==> src/rtl/prog_loader_pkg.sv <==
// loader_pkg: shared types and default sizing for the program loader.
// The width defaults match the core's fetch/ROM sizing so both sides agree
// on instruction width, address width and cycle-counter width.
package loader_pkg;

  localparam int INST_W_DEF = 10;
  localparam int ADDR_W_DEF = 8;
  localparam int CNT_W_DEF  = 16;

  typedef enum logic [2:0] {
    S_IDLE,
    S_LOAD,
    S_START,
    S_RUN,
    S_DONE,
    S_ERR
  } loader_state_t;

endpackage

==> src/rtl/prog_loader_if.sv <==
// prog_loader_if: host load stream, instruction-memory write port and core
// run-control signals bundled for prog_loader.
//   slave  : the loader's view (consumes the load stream and Halt, drives the
//            write port, Start and status).
//   master : the host/core view (drives the load stream and Halt).
interface prog_loader_if
  import loader_pkg::*;
#(
  parameter int INST_W = INST_W_DEF,
  parameter int ADDR_W = ADDR_W_DEF,
  parameter int CNT_W  = CNT_W_DEF
) ();
  logic              LoadValid;
  logic              LoadReady;
  logic [INST_W-1:0] LoadWord;
  logic              LoadLast;
  logic              WrEn;
  logic [ADDR_W-1:0] WrAddr;
  logic [INST_W-1:0] WrData;
  logic              Start;
  logic              Halt;
  logic              Busy;
  logic              Done;
  logic              Error;
  logic [CNT_W-1:0]  CycleCount;

  modport slave (
    input  LoadValid, LoadWord, LoadLast, Halt,
    output LoadReady, WrEn, WrAddr, WrData, Start, Busy, Done, Error, CycleCount
  );

  modport master (
    output LoadValid, LoadWord, LoadLast, Halt,
    input  LoadReady, WrEn, WrAddr, WrData, Start, Busy, Done, Error, CycleCount
  );
endinterface

==> src/rtl/prog_loader_sat_counter.sv <==
// sat_counter: up-counter that sticks at all-ones.
//   clk_i  : clock
//   rst_ni : synchronous active-low reset
//   clr_i  : synchronous clear (wins over en_i)
//   en_i   : count enable
//   cnt_o  : current count
module sat_counter #(
  parameter int W = 16
) (
  input  logic         clk_i,
  input  logic         rst_ni,
  input  logic         clr_i,
  input  logic         en_i,
  output logic [W-1:0] cnt_o
);
  logic [W-1:0] cnt_q;

  always_ff @(posedge clk_i) begin
    if (!rst_ni)                 cnt_q <= '0;
    else if (clr_i)              cnt_q <= '0;
    else if (en_i && !(&cnt_q))  cnt_q <= cnt_q + 1'b1;
  end

  assign cnt_o = cnt_q;
endmodule

==> src/rtl/prog_loader.sv <==
// prog_loader: streams instruction words into the core's instruction memory
// from address 0, then pulses Start and times the run until Halt.
//   CLK  : clock, rising edge
//   RSTn : synchronous active-low reset
//   bus  : prog_loader_if.slave -- load stream (LoadValid/Ready/Word/Last),
//          memory write port (WrEn/WrAddr/WrData), run control (Start/Halt)
//          and status (Busy/Done/Error/CycleCount)
module prog_loader
  import loader_pkg::*;
#(
  parameter int INST_W       = INST_W_DEF,
  parameter int ADDR_W       = ADDR_W_DEF,
  parameter int START_CYCLES = 1,
  parameter int CNT_W        = CNT_W_DEF
) (
  input  logic          CLK,
  input  logic          RSTn,
  prog_loader_if.slave  bus
);
  localparam int SC_W = (START_CYCLES < 1) ? 1 : $clog2(START_CYCLES + 1);

  loader_state_t     state_q;
  logic [ADDR_W-1:0] ptr_q;
  logic              wr_en_q;
  logic [ADDR_W-1:0] wr_addr_q;
  logic [INST_W-1:0] wr_data_q;
  logic [SC_W-1:0]   sc_q, sc_d;
  logic              ready_q, start_q, busy_q, done_q, error_q;

  logic              accept, from_new, cnt_en, cnt_clr;
  logic [ADDR_W-1:0] addr_cur;

  assign accept   = bus.LoadValid & ready_q;
  // A fresh program (from IDLE or after a finished run) restarts at address 0.
  assign from_new = (state_q == S_IDLE) || (state_q == S_DONE);
  assign addr_cur = from_new ? '0 : ptr_q;
  assign sc_d     = sc_q + 1'b1;
  assign cnt_clr  = accept & (state_q == S_DONE);
  assign cnt_en   = (state_q == S_RUN) & ~bus.Halt;

  always_ff @(posedge CLK) begin
    if (!RSTn) begin
      state_q   <= S_IDLE;
      ptr_q     <= '0;
      wr_en_q   <= 1'b0;
      wr_addr_q <= '0;
      wr_data_q <= '0;
      sc_q      <= '0;
      ready_q   <= 1'b1;
      start_q   <= 1'b0;
      busy_q    <= 1'b0;
      done_q    <= 1'b0;
      error_q   <= 1'b0;
    end else begin
      wr_en_q <= accept;
      if (accept) begin
        wr_addr_q <= addr_cur;
        wr_data_q <= bus.LoadWord;
      end

      unique case (state_q)
        S_IDLE, S_LOAD, S_DONE: begin
          if (accept) begin
            done_q <= 1'b0;
            if (bus.LoadLast) begin
              state_q <= S_START;
              ready_q <= 1'b0;
              busy_q  <= 1'b1;
              sc_q    <= '0;
            end else if (&addr_cur) begin
              // Memory full and no end marker: the word is still written.
              state_q <= S_ERR;
              ready_q <= 1'b0;
              error_q <= 1'b1;
            end else begin
              state_q <= S_LOAD;
              ptr_q   <= addr_cur + 1'b1;
            end
          end
        end
        // First START cycle carries the final write with Start low, so Start
        // never overlaps WrEn; Start then stays high for START_CYCLES cycles.
        // Halt is not looked at here since it may be stale from a prior run.
        S_START: begin
          if (sc_q == SC_W'(START_CYCLES)) begin
            state_q <= S_RUN;
            start_q <= 1'b0;
          end else begin
            sc_q    <= sc_d;
            start_q <= 1'b1;
          end
        end
        S_RUN: begin
          if (bus.Halt) begin
            state_q <= S_DONE;
            busy_q  <= 1'b0;
            done_q  <= 1'b1;
            ready_q <= 1'b1;
          end
        end
        S_ERR: begin
        end
        default: state_q <= S_IDLE;
      endcase
    end
  end

  // Counts RUN cycles with Halt low; the halt cycle itself is not counted.
  sat_counter #(.W(CNT_W)) u_cnt (
    .clk_i  (CLK),
    .rst_ni (RSTn),
    .clr_i  (cnt_clr),
    .en_i   (cnt_en),
    .cnt_o  (bus.CycleCount)
  );

  assign bus.LoadReady = ready_q;
  assign bus.WrEn      = wr_en_q;
  assign bus.WrAddr    = wr_addr_q;
  assign bus.WrData    = wr_data_q;
  assign bus.Start     = start_q;
  assign bus.Busy      = busy_q;
  assign bus.Done      = done_q;
  assign bus.Error     = error_q;
endmodule

==> src/flat_wrapper.sv <==
// flat-port wrapper written by rule: the top's interface ports become plain ports
module prog_loader_flat import loader_pkg::*;
#(
  parameter int INST_W       = INST_W_DEF,
  parameter int ADDR_W       = ADDR_W_DEF,
  parameter int START_CYCLES = 1,
  parameter int CNT_W        = CNT_W_DEF
)
  (CLK, RSTn, bus_LoadValid, bus_LoadWord, bus_LoadLast, bus_Halt, bus_LoadReady, bus_WrEn, bus_WrAddr, bus_WrData, bus_Start, bus_Busy, bus_Done, bus_Error, bus_CycleCount);
  prog_loader_if #(.INST_W(INST_W), .ADDR_W(ADDR_W), .CNT_W(CNT_W)) bus_i ();
  input  logic CLK;
  input  logic RSTn;
  input wire logic [$bits(bus_i.LoadValid)-1:0] bus_LoadValid;
  input wire logic [$bits(bus_i.LoadWord)-1:0] bus_LoadWord;
  input wire logic [$bits(bus_i.LoadLast)-1:0] bus_LoadLast;
  input wire logic [$bits(bus_i.Halt)-1:0] bus_Halt;
  output wire logic [$bits(bus_i.LoadReady)-1:0] bus_LoadReady;
  output wire logic [$bits(bus_i.WrEn)-1:0] bus_WrEn;
  output wire logic [$bits(bus_i.WrAddr)-1:0] bus_WrAddr;
  output wire logic [$bits(bus_i.WrData)-1:0] bus_WrData;
  output wire logic [$bits(bus_i.Start)-1:0] bus_Start;
  output wire logic [$bits(bus_i.Busy)-1:0] bus_Busy;
  output wire logic [$bits(bus_i.Done)-1:0] bus_Done;
  output wire logic [$bits(bus_i.Error)-1:0] bus_Error;
  output wire logic [$bits(bus_i.CycleCount)-1:0] bus_CycleCount;
  assign bus_i.LoadValid = bus_LoadValid;
  assign bus_i.LoadWord = bus_LoadWord;
  assign bus_i.LoadLast = bus_LoadLast;
  assign bus_i.Halt = bus_Halt;
  assign bus_LoadReady = bus_i.LoadReady;
  assign bus_WrEn = bus_i.WrEn;
  assign bus_WrAddr = bus_i.WrAddr;
  assign bus_WrData = bus_i.WrData;
  assign bus_Start = bus_i.Start;
  assign bus_Busy = bus_i.Busy;
  assign bus_Done = bus_i.Done;
  assign bus_Error = bus_i.Error;
  assign bus_CycleCount = bus_i.CycleCount;
  prog_loader #(.INST_W(INST_W), .ADDR_W(ADDR_W), .START_CYCLES(START_CYCLES), .CNT_W(CNT_W)) u_core (.CLK(CLK), .RSTn(RSTn), .bus(bus_i));
endmodule
==> config.mk <==
export PLATFORM = sky130hd
export DESIGN_NAME = prog_loader_flat
export DESIGN_NICKNAME = d
export VERILOG_FILES = /design/src/rtl/prog_loader_pkg.sv /design/src/rtl/prog_loader_if.sv /design/src/rtl/prog_loader_sat_counter.sv /design/src/rtl/prog_loader.sv /design/src/flat_wrapper.sv
export SDC_FILE = /design/constraint.sdc
export NUM_CORES = 1
export LEC_CHECK = 0
export CAP_MARGIN = 30
export CORE_ASPECT_RATIO = 1.1
export CORE_MARGIN = 4
export CORE_UTILIZATION = 55
export CTS_BUF_LIST = sky130_fd_sc_hd__clkbuf_8
export CTS_CLUSTER_DIAMETER = 150
export DETAILED_ROUTE_END_ITERATION = 7
export GPL_TIMING_DRIVEN = 0
export PLACE_DENSITY = 0.93
export SETUP_SLACK_MARGIN = 0.15
export SLEW_MARGIN = 20
export SYNTH_ARGS = -nofsm -noshare
export SYNTH_HDL_FRONTEND = slang
export SYNTH_SLANG_ARGS = --single-unit
==> constraint.sdc <==
create_clock -name CLK -period 4.26 [get_ports CLK]
set_clock_uncertainty 0.15 [all_clocks]
set_input_delay 0.426 -clock CLK [delete_from_list [all_inputs] [get_ports CLK]]
set_output_delay 0.426 -clock CLK [all_outputs]
set_load 0.02 [all_outputs]
==> results, run 1 <==
- The total of hold buffers inserted after clock tree synthesis is 0.
- The xor/xnor share of the synthesized area is 0.
- The initial utilization of the core area, before any placement, comes to 0.575.
- Setup violations remaining at the end of the flow were counted as 0.
- The violation count after the first detailed-routing iteration is 257.
- The tree is rooted in a sky130_fd_sc_hd__clkbuf_8.
- The critical path is of the flop to flop type.
- The hold path depth is 2.
- The share of total power dissipated in combinational logic is 0.187.
- The number of placed cells counting well taps is 413.
- In this run the cell area of the synthesized design comes to 2500 µm².
- Setup repair after global routing left no endpoint under its margin.
- The endpoint with the worst hold slack is u_core.bus.WrData[0].
- The setup slack of the worst register-to-register path is 1.37 ns.
- 55 I/O pins were placed.
- The placed wire-length estimate after detailed placement is 4670 µm.
- The category of the worst setup path capture point is a flop.
- Final hold analysis gives a worst-case slack of 0.310 ns.
- Before antenna repair, the detailed router went through 5 iterations.
- The multiplexer share of the synthesized area is 0.0325.
- The total number of nets in the final design is 383.
- The largest net degree at the start of global routing is 19.
- Using the TritonRoute via totals, the vias-per-cell ratio works out to 6.24.
- Timing would allow up to 346 MHz.
- The time the worst path needs with I/O delays and setup is 2.89 ns.
- The die outline width is 72.3 µm.
- The net count after synthesis is 322.
- The share of total power dissipated in sequential elements is 0.517.
- The number of rows created at floorplan is 25.
- The per-instance average area after synthesis is 8.19 µm².
- The synthesized design contains 52 register bits.
- The number of buffers added by the clock tree synthesis step is 5.
- The biggest area contributor in the post-synthesis netlist is sky130_fd_sc_hd__dfxtp_1.
- The library cell appearing most often on the critical path is sky130_fd_sc_hd__clkbuf_1.
- The post-synthesis simple-gate area fraction is 0.267.
- The run finished with clean final reports.
- The share of async-settable or async-resettable flops after synthesis is 0.
- The worst setup path is launched from a flop.
- The repair_antennas step left the layout with diodes totalling 0.
- No sink is reached through more buffers than the 2 on the longest clock path.
- In this run the most critical hold path is launched from u_core.bus.WrData[0].
- The area of the placeable core is 4350 µm².
- Clock-pin slew was measured on the worst setup and hold paths at 0.10 ns.
- The final number of hold-violating endpoints came to 0.
- After detailed routing, the number of remaining DRC violations is 0.
- The share of total power dissipated in the clock network is 0.296.
- In this run the vertical extent of the chip is 78.7 µm.
- Of the total synthesized cell area, the portion taken by full adders, half adders and majority gates is 0.0100.
- The wire length after detailed routing is 6680 µm.
- The worst pin sits at a relative slew slack of 0.444.
- Once routing completed, OpenROAD measured the worst setup slack at 1.37 ns.
- The worst reg2reg path depth is 10.
- The terminus of the critical flop-to-flop path is u_core.bus.LoadReady.
- The analysis attributes to cell leakage a power of 1.07 nW.
- The compound-gate portion of the synthesized area was 0.233.
- The number of setup buffers added after CTS is 0.
- The area enclosed by the die boundary is 5690 µm².
- The path type of the worst min-delay path is flop to flop.
- The commonest cells after synthesis are sky130_fd_sc_hd__dfxtp_1 (52), sky130_fd_sc_hd__nand2_1 (44), sky130_fd_sc_hd__a21oi_1 (32).
- Across the VDD grid, the largest voltage drop is 0.241 mV.
- For this block, the via count after detailed routing is 2626.
- The number of max-slew violations in the final report is 0.
- The cell family contributing the most delay on the critical path is buffers and inverters.
- TritonCTS built the clock tree.
- The number of buffer and inverter instances along the worst setup path is 3.
- The remaining antenna violation count is 0.
- The power dissipated by switching net loads is 0.305 mW.
- At the worst endpoint, the required time is 4.32 ns.
- The maximum net fanout on the critical path is 10.
- The source of the worst register-to-register timing path is u_core.state_q[1].
- The count of input and output buffers is 54.
- The first global-routing pass estimated 11300 µm of wire.
- The count of unique library cells instantiated by Yosys is 52.
- The average wire length per cell after detail routing is 15.9 µm.
- For this run, the slowest stage of the critical path takes 0.40 ns.
- The number of warnings issued by yosys is 0.
- Of the total power, the share spent switching nets is 0.304.
- For the worst setup path, the data arrival time is 2.95 ns.
- The number of standard cells in the final layout excluding fillers is 421.
- Of the available clock period, the critical path in the final layout requires 0.679.
- The actual slew at the worst max-slew pin is 0.827 ns.
- Timing analysis after detailed placement gives a worst setup slack of 1.43 ns.
- The worst-path cell with the longest stage delay is sky130_fd_sc_hd__dfxtp_1.
- Relative to the synthesized area, the layout overhead comes to 28.1%.
- The number of gates resized after CTS is 0.
- The total routing resource utilization after global routing is 0.243.
- The proportion of synthesized chip area in sequential cells is 0.417.
- By area, the combinational part of the netlist is dominated by simple AND/OR/NAND/NOR gates.
- The number of H-tree levels is 2.
- The clock reaches the later pin of the worst-skew pair after 0.31 ns.
- Traced cell by cell, the critical path runs through buf_2 > nor2_1 > clkbuf_1 > nor2b_1 > ha_1 > nand3_1 > nor3_1 > clkbuf_1 > o21ai_0 > a21o_1.
- Dividing total power by cell area gives a power density of 313 nW/µm².
- The aggregate negative setup slack is 0 ns.
- The final RePlAce weighted congestion is 0.864.
- The internal portion of the total power is 0.698 mW.
- Of the cells placed in the final design, the portion with a size suffix greater than 1 is 0.0490.
- The synthesized design contains 0 enable-type register cells.
- Ranked by total cell area, the synthesized netlist is headed by sky130_fd_sc_hd__dfxtp_1 (42%), sky130_fd_sc_hd__nand2_1 (6.6%), sky130_fd_sc_hd__a21oi_1 (6.4%).
- CTS saw 52 sinks.
- The share of synthesized area in the top cell type comes to 0.417.
- The sum of overflow across all layers after global routing is 0.
- The dominant synthesized flop cell is sky130_fd_sc_hd__dfxtp_1.
- The cell with the most instances after synthesis is sky130_fd_sc_hd__dfxtp_1.
- The via count of the first global-routing pass is 2476.
- The gate count of the mapped netlist is 305.
- The initial antenna violation count is 0.
- Max-cap violations in this run came to 0.
## state kept, by name (all words and copies together) (netlist names)
signal and count:
u_core.u_cnt.cnt_o 16, u_core.bus.LoadReady 1, u_core.ptr_q 8, u_core.bus.Start 1, u_core.bus.WrData 10, u_core.bus.WrAddr 8, u_core.sc_q 1, u_core.bus.Error 1
u_core.bus.Busy 1, u_core.state_q 3, u_core.bus.WrEn 1, u_core.bus.Done 1
## layout make-up
class                           count  area, µm²
Buffer                             20       87.6
Clock buffer                        5       68.8
Clock inverter                      3       25.0
Fill cell                         320       1150
Inverter                            4       15.0
Multi-Input combinational cell    229       1360
Sequential cell                    52       1040
Tap cell                           54       67.6
Timing Repair Buffer               54        541
## how the worst max path moves through the flow
| stage | start | end | slack, ns | cells after the start |
|---|---|---|---|---|
| 2_1_floorplan | u_core.state_q[1] | u_core.bus.LoadReady | 1.93 | 10 |
| 3_3_place_gp | bus_LoadValid | u_core.ptr_q[3] | 1.45 | 6 |
| 3_5_place_dp | u_core.state_q[1] | u_core.bus.LoadReady | 1.43 | 10 |
| 4_1_cts | u_core.state_q[1] | u_core.bus.LoadReady | 1.42 | 10 |
| 5_1_grt | u_core.state_q[1] | u_core.bus.LoadReady | 1.11 | 10 |
| 6_report | u_core.state_q[1] | u_core.bus.LoadReady | 1.37 | 10 |
## power by group through the flow
stage	registers, mW	clock network, mW	logic (mW)
after floorplan	0.544	0	0.0966
after CTS	0.518	0.298	0.185
after global placement	0.528	0	0.177
after detailed placement	0.529	0	0.183
after global routing	0.521	0.319	0.206
final	0.518	0.297	0.187
## layout by cell type, fill, tap and decap left out, types with 4 or more instances in the layout
master,instances
sky130_fd_sc_hd__a2111o_1,4
sky130_fd_sc_hd__a21oi_1,32
sky130_fd_sc_hd__a22oi_1,5
sky130_fd_sc_hd__clkbuf_1,17
sky130_fd_sc_hd__clkbuf_8,5
sky130_fd_sc_hd__clkdlybuf4s50_1,54
sky130_fd_sc_hd__dfxtp_1,52
sky130_fd_sc_hd__mux2i_1,7
sky130_fd_sc_hd__nand2_1,44
sky130_fd_sc_hd__nand3_1,12
sky130_fd_sc_hd__nand3b_1,5
sky130_fd_sc_hd__nand4_1,5
sky130_fd_sc_hd__nor2_1,25
sky130_fd_sc_hd__nor2b_1,5
sky130_fd_sc_hd__nor3_1,7
sky130_fd_sc_hd__o21ai_0,21
sky130_fd_sc_hd__or4_1,4
## metrics by stage
stage                      util  cell area, µm²  total power, mW
after CTS                 0.736            3200             1.00
after global routing      0.736            3200             1.05
after floorplan               -            2500            0.640
after detailed placement  0.715            3110            0.712
after global placement    0.715            3110            0.705
final                     0.736            3200             1.00
## kinds of logic after synthesis
| kind of cell | Yosys count |
|---|---|
| buffers and inverters | 24 |
| multiplexers | 8 |
| flip-flops | 52 |
| AO/OA/AOI/OAI | 91 |
| AND/OR/NAND/NOR | 128 |
| adder cells (fa/ha/maj) | 2 |
## worst register-to-register path, cell delays in order, from the launching register on
cell                       delay [ns]
sky130_fd_sc_hd__dfxtp_1         0.40
sky130_fd_sc_hd__buf_2           0.23
sky130_fd_sc_hd__nor2_1          0.10
sky130_fd_sc_hd__clkbuf_1        0.23
sky130_fd_sc_hd__nor2b_1         0.22
sky130_fd_sc_hd__ha_1            0.26
sky130_fd_sc_hd__nand3_1         0.16
sky130_fd_sc_hd__nor3_1          0.33
sky130_fd_sc_hd__clkbuf_1        0.36
sky130_fd_sc_hd__o21ai_0         0.14
sky130_fd_sc_hd__a21o_1          0.21
## per-layer routing
metal  wire (µm)  global-route usage  vias up
met5           0                   0        -
met4         195               0.115        0
met3         416              0.0405       25
met2        3290               0.393      127
met1        2780               0.313     1231
li1            -                   -     1243
Note: power is estimated with default switching activity, not from simulation.
==> run 2: changes to the inputs <==
- CORE_UTILIZATION: 55 -> 52
- PLACE_DENSITY: 0.93 -> 0.89
- clock period: 4.26 -> 2.89 ns (I/O delays scaled with it)
==> results, run 2 (synthesis gave the netlist of run 1 again) <==
- The total number of nets in the final design is 383 (unchanged).
- The time the worst path needs with I/O delays and setup was 2.59 ns (-0.306 ns).
- The final number of hold-violating endpoints is 0 (unchanged).
- The aggregate negative setup slack is 0 ns (unchanged).
- The share of power burned in the clock network was 0.344 (+0.048).
- The portion of total power attributed to sequential cells is 0.484 (-0.033).
- The tree is rooted in a sky130_fd_sc_hd__clkbuf_8.
- The antenna cell count is 0 (unchanged).
- The post-placement worst setup slack is 0.0853 ns (-1.35 ns).
- The violation count after the first detailed-routing iteration was 98 (-62%).
- The clock input transition at the sequential cells of the worst setup and hold paths is 0.09 ns (about the same).
- The highest clock rate is 387 MHz (+12%).
- The sum of overflow across all layers after global routing is 0 (unchanged).
- The area of the placeable core is 4650 µm² (+7.0%).
- The initial core utilization was 0.537 (-0.0376).
- The number of buffers added by the clock tree synthesis step is 5 (unchanged).
- The detail-routed via count per cell is 6.05 (-2.9%).
- The wire length after detailed routing is 6510 µm (-2.5%).
- The die outline width was 74.1 µm (+2.5%).
- The first-pass detailed-route iteration total was 4 (-1).
- The boundary pin count came to 55 (unchanged).
- The fraction of final layout cells sized beyond drive strength 1 is 0.0599 (+0.0109).
- The part of the cycle the worst path needs came to 0.895 (+0.216).
- The clock latency of the later-clocked register in the worst-skew pair is 0.31 ns (about the same).
- The part of the power in combinational logic is 0.173 (-0.014).
- The flip-flop count of the largest register, all copies and words added is 16 (unchanged).
- The placed wire-length estimate after detailed placement is 4760 µm (+1.8%).
- The actual slew at the worst max-slew pin was 0.574 ns (-0.253 ns).
- Leaving out fill and tap cells, the most frequent cells in the layout are sky130_fd_sc_hd__clkdlybuf4s50_1 (54), sky130_fd_sc_hd__dfxtp_1 (52), sky130_fd_sc_hd__nand2_1 (44).
- The worst endpoint data arrival time came to 2.65 ns (-0.30 ns).
- The run finished with clean final reports.
- The via count of the first global-routing pass came to 2460 (-0.65%).
- The power per standard cell area is 486 nW/µm² (+55%).
- The wire length of the first global-routing pass is 10800 µm (-3.7%).
- The library cell used most frequently in the layout, excluding fill and tap cells, is sky130_fd_sc_hd__clkdlybuf4s50_1.
- The average wire length per cell after detail routing is 15.4 µm (-2.9%).
- The cell leakage power is 1.10 nW (+2.5%).
- The initial antenna violation count is 0 (unchanged).
- The headroom to the max-slew limit is 0.608 (+0.163).
- The worst IR drop on VDD came to 0.442 mV (+84%).
- The buffer depth of the longest clock path is 2 (unchanged).
- The kind of start point of the critical path is a flop.
- The final number of setup-violating endpoints is 0 (unchanged).
- The number of H-tree levels is 2 (unchanged).
- The number of standard cells in the final layout excluding fillers was 423 (+0.48%).
- The TritonCTS clock tree is yes.
- The internal power summed over all cells is 1.16 mW (+66%).
- The number of max-slew violations in the final report is 0 (unchanged).
- The area added between synthesis and finish is 30.0%.
- Setup repair after global routing left no endpoint under its margin.
- The number of placed cells counting well taps is 415 (+0.48%).
- The worst path required time is 2.95 ns (-1.37 ns).
- The total routing resource utilization after global routing is 0.226 (-0.0165).
- The height of the die came to 80.7 µm (+2.6%).
- The TritonCTS sink count is 52 (unchanged).
- The number of design rule violations left after detail routing is 0 (unchanged).
- The worst setup path is of the flop to flop kind.
- The remaining antenna violation count came to 0 (unchanged).
- The largest net degree at the start of global routing is 16 (-3).
- The number of rows created at floorplan came to 26 (+4.0%).
- The number of max-cap violations is 0 (unchanged).
- The number of setup buffers added after CTS is 0 (unchanged).
- The switching share of total power was 0.267 (-0.0375).
- The final RePlAce weighted congestion came to 0.878 (+1.7%).
- The power dissipated by switching net loads is 0.421 mW (+38%).
- In this run the worst hold path is classified as flop to flop.
- The category of the worst setup path capture point is a flop.
- The maximum net fanout on the critical path is 10 (unchanged).
- The count of input and output buffers is 54 (unchanged).
- The total number of vias is 2561 (-2.5%).
- The final critical-path setup slack is 0.305 ns (-1.06 ns).
- The area enclosed by the die boundary is 5980 µm² (+5.1%).
[run 2: changes by cell type in the layout (fill, tap and decap cells not counted)]
cell,delta
sky130_fd_sc_hd__nor3_1,-2
sky130_fd_sc_hd__clkbuf_2,+1
sky130_fd_sc_hd__bufinv_16,+1
sky130_fd_sc_hd__clkbuf_8,+2
sky130_fd_sc_hd__clkbuf_1,-2
sky130_fd_sc_hd__clkinvlp_4,-1
sky130_fd_sc_hd__inv_6,-2
sky130_fd_sc_hd__nor3_2,+2
sky130_fd_sc_hd__buf_2,+1
[run 2: layout make-up]
type | instances | area [µm²]
fill | 375 | 1400
inverter | 4 | 15.0
sequential | 52 | 1040
timing repair buffer | 54 | 541
tap | 56 | 70.1
multi-input combinational | 229 | 1370
buffer | 20 | 90.1
clock inverter | 1 | 30.0
clock buffer | 7 | 96.3
[run 2: power groups by stage]
stage	clock network, mW	registers, mW	logic (mW)
finish	0.543	0.764	0.273
global placement	0	0.778	0.262
global route	0.576	0.768	0.299
detailed placement	0	0.780	0.267
CTS	0.546	0.764	0.270
floorplan	0	0.801	0.142
[run 2: final timing paths]
path                             start              endpoint  slack [ns]  depth (start not counted)
setup / recovery     u_core.state_q[1]  u_core.bus.LoadReady        0.30                         10
setup reg to reg     u_core.state_q[1]  u_core.bus.LoadReady        0.30                         10
hold / removal    u_core.bus.WrData[2]  u_core.bus.WrData[2]        0.31                          2
hold reg to reg   u_core.bus.WrData[2]  u_core.bus.WrData[2]        0.31                          2
[run 2: worst max-delay path, stage by stage, from the launching register on]
cell                       delay (ns)
sky130_fd_sc_hd__dfxtp_1         0.39
sky130_fd_sc_hd__buf_2           0.22
sky130_fd_sc_hd__nor2_1          0.09
sky130_fd_sc_hd__clkbuf_2        0.20
sky130_fd_sc_hd__nor2b_1         0.20
sky130_fd_sc_hd__ha_1            0.26
sky130_fd_sc_hd__nand3_1         0.16
sky130_fd_sc_hd__nor3_2          0.27
sky130_fd_sc_hd__buf_2           0.24
sky130_fd_sc_hd__o21ai_0         0.10
sky130_fd_sc_hd__a21o_1          0.20
[run 2: metal layers]
metal  global-route usage  vias to the layer above  share of wire
li1                     -                     1246              -
met1                0.255                     1204           0.41
met2                0.405                      103           0.51
met3               0.0638                        8          0.072
met4               0.0725                        0          0.011
met5                    0                        -              0
[run 2: what timing repair did]
item                       CTS  global route
cloned                       0             0
gates resized for setup      1             5
setup endpoints to repair    8            10
hold buffers                 0             0
[run 2: metrics by stage]
| step | total power, mW | utilization | cell area (µm²) | hold slack, ns |
|---|---|---|---|---|
| floorplan | 0.944 | - | 2500 | 0.272 |
| global placement | 1.04 | 0.668 | 3110 | 0.291 |
| detailed placement | 1.05 | 0.668 | 3110 | 0.299 |
| CTS | 1.58 | 0.696 | 3240 | 0.309 |
| global route | 1.64 | 0.698 | 3250 | 0.335 |
| finish | 1.58 | 0.698 | 3250 | 0.312 |
==> variant 1: new RTL, settings of run 2 <==
Re-encode `loader_state_t` (6 states) as one-hot, 6 bits wide.
--- a/src/rtl/prog_loader_pkg.sv
+++ b/src/rtl/prog_loader_pkg.sv
@@ -9,9 +9,9 @@
 
-  typedef enum logic [2:0] {
-    S_IDLE,
-    S_LOAD,
-    S_START,
-    S_RUN,
-    S_DONE,
-    S_ERR
+  typedef enum logic [5:0] {
+    S_IDLE  = 6'b000001,
+    S_LOAD  = 6'b000010,
+    S_START = 6'b000100,
+    S_RUN   = 6'b001000,
+    S_DONE  = 6'b010000,
+    S_ERR   = 6'b100000
   } loader_state_t;
Check against the original RTL: same outputs for any inputs over 10 cycles, from zero or initial values and one cycle with RSTn low; not proved beyond that.
==> variant 1 against run 2 <==
The run now ends with negative setup slack left; critical path type unchanged; critical path depth did not move; synthesized cell count fell by 3.6%; synthesized area is 1.6% higher; worst setup slack worse by 490 ps; design area rose by 6.9%; wire length increased by 5.6%; sequential cell count increased by 3; largest cell class unchanged.
Power is not compared: it rests on default switching activity, and its combinational part moved more than twofold at a synthesized area within 25%.
==> variant 1: results (changes against run 2) <==
Global route
  • Vias in the first global route: 2320 (was 2460)
  • Met1 demand-to-capacity share in global routing: 0.280 (was 0.255)
  • Largest net degree at the start of global routing: 17 (was 16)
  • Grt met3 use: 0.0470 (was 0.0638)
  • Global routing met2 resource utilization: 0.394 (was 0.405)

Final layout
  • Filler instances: 350 (was 375)
  • Ratio of cells with drive above 1 in the final layout: 0.164 (was 0.0599)
  • Non-filler instance count after layout: 428 (was 423)

Placed design
  • Placed Instance Area: 3180 um2 (was 3110 um2)
  • Cells after DPL: 404 (was 415)
  • Worst Setup Slack post-DPL: -265 ps (was 85.3 ps)
  • Half-perimeter wire length of the detailed placement result: 4.55 mm (was 4.76 mm)

Setup path
  • Crit-path slowest cell: sky130_fd_sc_hd__a311o_2 (was sky130_fd_sc_hd__dfxtp_1)
  • Critical path's largest stage delay: 460 ps (was 390 ps)
  • Worst path arrival time: 3120 ps (was 2650 ps)

Status
  • Violations in the final reports: negative setup slack
  • Outcome: finished with violations (was finished clean)

Timing
  • Final count of negative-setup-slack endpoints: 10 (was 0)
  • Worst-case setup margin in the final layout: -190 ps (was 305 ps)
  • Slew headroom: 0.616 (was 0.608)
  • Hold Worst Slack: 307 ps (was 312 ps)

Logic synthesis
  • Syn_nets: 311 (was 322)
  • Cell variety after synth: 53 (was 52)
  • Sequential fraction of the synthesis area: 0.434 (was 0.417)
  • Post-Syn Instances: 294 (was 305)
  • Leading post-synthesis cells by cell area: sky130_fd_sc_hd__dfxtp_1 (43%), sky130_fd_sc_hd__nand2_1 (6.1%), sky130_fd_sc_hd__a21oi_1 (5.3%), sky130_fd_sc_hd__xnor2_1 (5.2%), sky130_fd_sc_hd__nand3_1 (4.1%) (was sky130_fd_sc_hd__dfxtp_1 (42%), sky130_fd_sc_hd__nand2_1 (6.6%), sky130_fd_sc_hd__a21oi_1 (6.4%), sky130_fd_sc_hd__o21ai_0 (4.2%), sky130_fd_sc_hd__nor2_1 (3.8%))

Route
  • Routed length on met2: 3.47 mm (was 3.30 mm)
  • Mean number of vias per cell: 5.93 (was 6.05)
  • Starting DRC count in detailed routing: 182 (was 98)
  • Post-route met1 wirelength: 2.80 mm (was 2.67 mm)
  • Routed length per instance: 16.1 um (was 15.4 um)
==> variant 1: cell types whose count changed after synthesis, sizes merged, moves of 4 or more <==
cell           run 2  this run
nor2b              5         0
a22oi              5         0
clkbuf            17        12
nand3             12        22
xnor2              0        15
a2111o             4         0
and2               1         6
mux2i              7         1
a21oi             32        27
o21ai             21        10
==> variant 1: layout make-up <==
| type | count | share of cell area |
|---|---|---|
| flip-flops and latches | 55 | 0.318 |
| multi-input cells | 219 | 0.410 |
| repair buffers | 70 | 0.191 |
| well taps | 56 | 0.0202 |
| clock buffers | 5 | 0.0198 |
| clock inverters | 3 | 0.00468 |
| plain buffers | 17 | 0.0331 |
| inverters | 3 | 0.00324 |
==> variant 1: through the flow <==
stage / setup TNS [ps] / utilization
4_1_cts: -679 / 0.726
5_1_grt: -1410 / 0.741
6_report: -963 / 0.741
3_5_place_dp: -1440 / 0.680
3_3_place_gp: -1190 / 0.680
2_1_floorplan: -128 / -
==> variant 1: worst min-delay path by stage <==
stage	cells after the start	to	from
2_1_floorplan	2	u_core.bus.WrData[0]$_SDFFE_PN0P_	bus_LoadWord[0]
3_3_place_gp	2	u_core.bus.WrAddr[5]$_SDFFE_PN0P_	u_core.bus.WrAddr[5]$_SDFFE_PN0P_
3_5_place_dp	2	u_core.bus.WrAddr[5]$_SDFFE_PN0P_	u_core.bus.WrAddr[5]$_SDFFE_PN0P_
4_1_cts	2	u_core.bus.WrAddr[5]$_SDFFE_PN0P_	u_core.bus.WrAddr[5]$_SDFFE_PN0P_
5_1_grt	2	u_core.bus.WrData[6]$_SDFFE_PN0P_	u_core.bus.WrData[6]$_SDFFE_PN0P_
6_report	2	u_core.bus.WrAddr[5]$_SDFFE_PN0P_	u_core.bus.WrAddr[5]$_SDFFE_PN0P_
==> variant 1: tightest hold or removal path, stage by stage, from the launching register on <==
cell and delay, ps:
sky130_fd_sc_hd__dfxtp_1 320, sky130_fd_sc_hd__nand2_1 50, sky130_fd_sc_hd__a21oi_1 50
==> variant 1: cells by family (layout without fill, tap and decap cells) <==
logic type                 after synthesis  count (layout)  synth area share
buffers and inverters                   20              98            0.0414
adders and majority gates                2               2           0.00986
xor gates and xnor gates                17              17            0.0587
DFF                                     55              55             0.434
and+or+nand+nor                        132             132             0.269
AOI/OAI and AO/OA                       67              67             0.183
muxes                                    1               1           0.00394
==> variant 1: report_power, final <==
group | total (mW) | internal (mW) | leakage (nW) | switching [mW]
Sequential | 0.879 | 0.825 | 0.447 | 0.0537
Combinational | 1.09 | 0.475 | 0.688 | 0.619
Clock | 0.411 | 0.166 | 0.0453 | 0.244
Total | 2.38 | 1.47 | 1.18 | 0.917
==> variant 1: what timing repair did <==
item	in CTS	in global routing
setup buffers	12	3
resized for setup	9	9
pin swaps	11	8
setup endpoints to repair	10	11
hold buffers	0	0
==> variant 2: new RTL, settings of run 2 <==
Without the edit above. Change the package constant `CNT_W_DEF` from 16 to 20.
--- a/src/rtl/prog_loader_pkg.sv
+++ b/src/rtl/prog_loader_pkg.sv
@@ -7,3 +7,3 @@
   localparam int ADDR_W_DEF = 8;
-  localparam int CNT_W_DEF  = 16;
+  localparam int CNT_W_DEF  = 20;
 
Interface: changed (resized bus_CycleCount); port bits go from 55 to 59. No check against the original RTL was run, so the function may have changed too.
==> variant 2 against run 2 <==
Sequential share of layout area increased by 1.5 points; wire length increased by 1.2%; maximum frequency decreased by 0.20%; die area increased by 3.9%; global-route usage decreased by 0.36 points; design area increased by 2.9%; worst setup slack got worse by 5.2 ps; via count increased by 1.2%; synthesized area increased by 4.3%; sequential cell count increased by 4; critical path type unchanged.
Power is not compared: it rests on default switching activity, and its combinational part moved more than twofold at a synthesized area within 25%.
==> variant 2: results (changes against run 2) <==
Route
  • Met3 Routed Length: 381 um (was 471 um)
  • Post-route met1 wirelength: 2.86 mm (was 2.67 mm)
  • Number of iterations in the first detailed-routing pass: 6 (was 4)
  • Routed length per instance: 14.9 um (was 15.4 um)
  • Routed length on met2: 3.29 mm (was 3.30 mm)

Global route
  • Global-route wire length before repair: 11.0 mm (was 10.8 mm)
  • Global routing met2 resource utilization: 0.386 (was 0.405)
  • Met1 demand-to-capacity share in global routing: 0.274 (was 0.255)
  • Total global routing track utilization: 0.223 (was 0.226)

Logic synthesis
  • Cell variety after synth: 51 (was 52)
  • Syn_nets: 337 (was 322)
  • Post-Syn Instances: 320 (was 305)
  • Share of synthesized cell area in full adder, half adder and majority cells: 0.00960 (was 0.0100)
  • Synth Area in Compound Gates: 0.199 (was 0.233)
  • Multiplexer share of the synthesized area: 0.00768 (was 0.0325)
  • Post-synthesis xor/xnor area fraction: 0.0437 (was 0)
  • Sequential fraction of the synthesis area: 0.430 (was 0.417)

Final layout
  • Final core utilization: 0.704 (was 0.698)
  • Total Nets Final: 401 (was 383)
  • Ratio of cells with drive above 1 in the final layout: 0.0805 (was 0.0599)

Status
  • Outcome: finished clean (unchanged)

Timing
  • Hold Worst Slack: 83.3 ps (was 312 ps)
  • Slew headroom: 0.661 (was 0.608)

Placed design
  • Worst Setup Slack post-DPL: 303 ps (was 85.3 ps)
  • Weighted congestion at the end of routability-driven global placement: 0.895 (was 0.878)
  • Cells after DPL: 433 (was 415)

Setup path
  • Capturing point of the worst reg2reg path: u_core.ptr_q[5]$_SDFFE_PN0P_ (was u_core.bus.LoadReady$_SDFFE_PN1P_)
  • Critical path's largest stage delay: 470 ps (was 390 ps)

CTS
  • Post-cts gate resize count: 0 (was 1)

Worst hold path
  • Classification of the worst-slack hold path: in -> reg (was reg -> reg)
[variant 2: cell type report]
cell class	instances	share of cell area
Clock buffer	5	0.0206
Inverter	5	0.00562
Sequential cell	56	0.335
Multi-Input combinational cell	240	0.411
Timing Repair Buffer	57	0.171
Tap cell	56	0.0210
Buffer	19	0.0296
Clock inverter	3	0.00636
[variant 2: worst register-to-register path: stages (launching register included)]
cell and delay, ps:
sky130_fd_sc_hd__dfxtp_1 350, sky130_fd_sc_hd__buf_4 180, sky130_fd_sc_hd__or2_2 330, sky130_fd_sc_hd__and2_1 200
sky130_fd_sc_hd__ha_1 260, sky130_fd_sc_hd__o21ai_0 150, sky130_fd_sc_hd__nor3_2 130, sky130_fd_sc_hd__nand2b_4 190
sky130_fd_sc_hd__or4_1 470, sky130_fd_sc_hd__a21oi_1 140
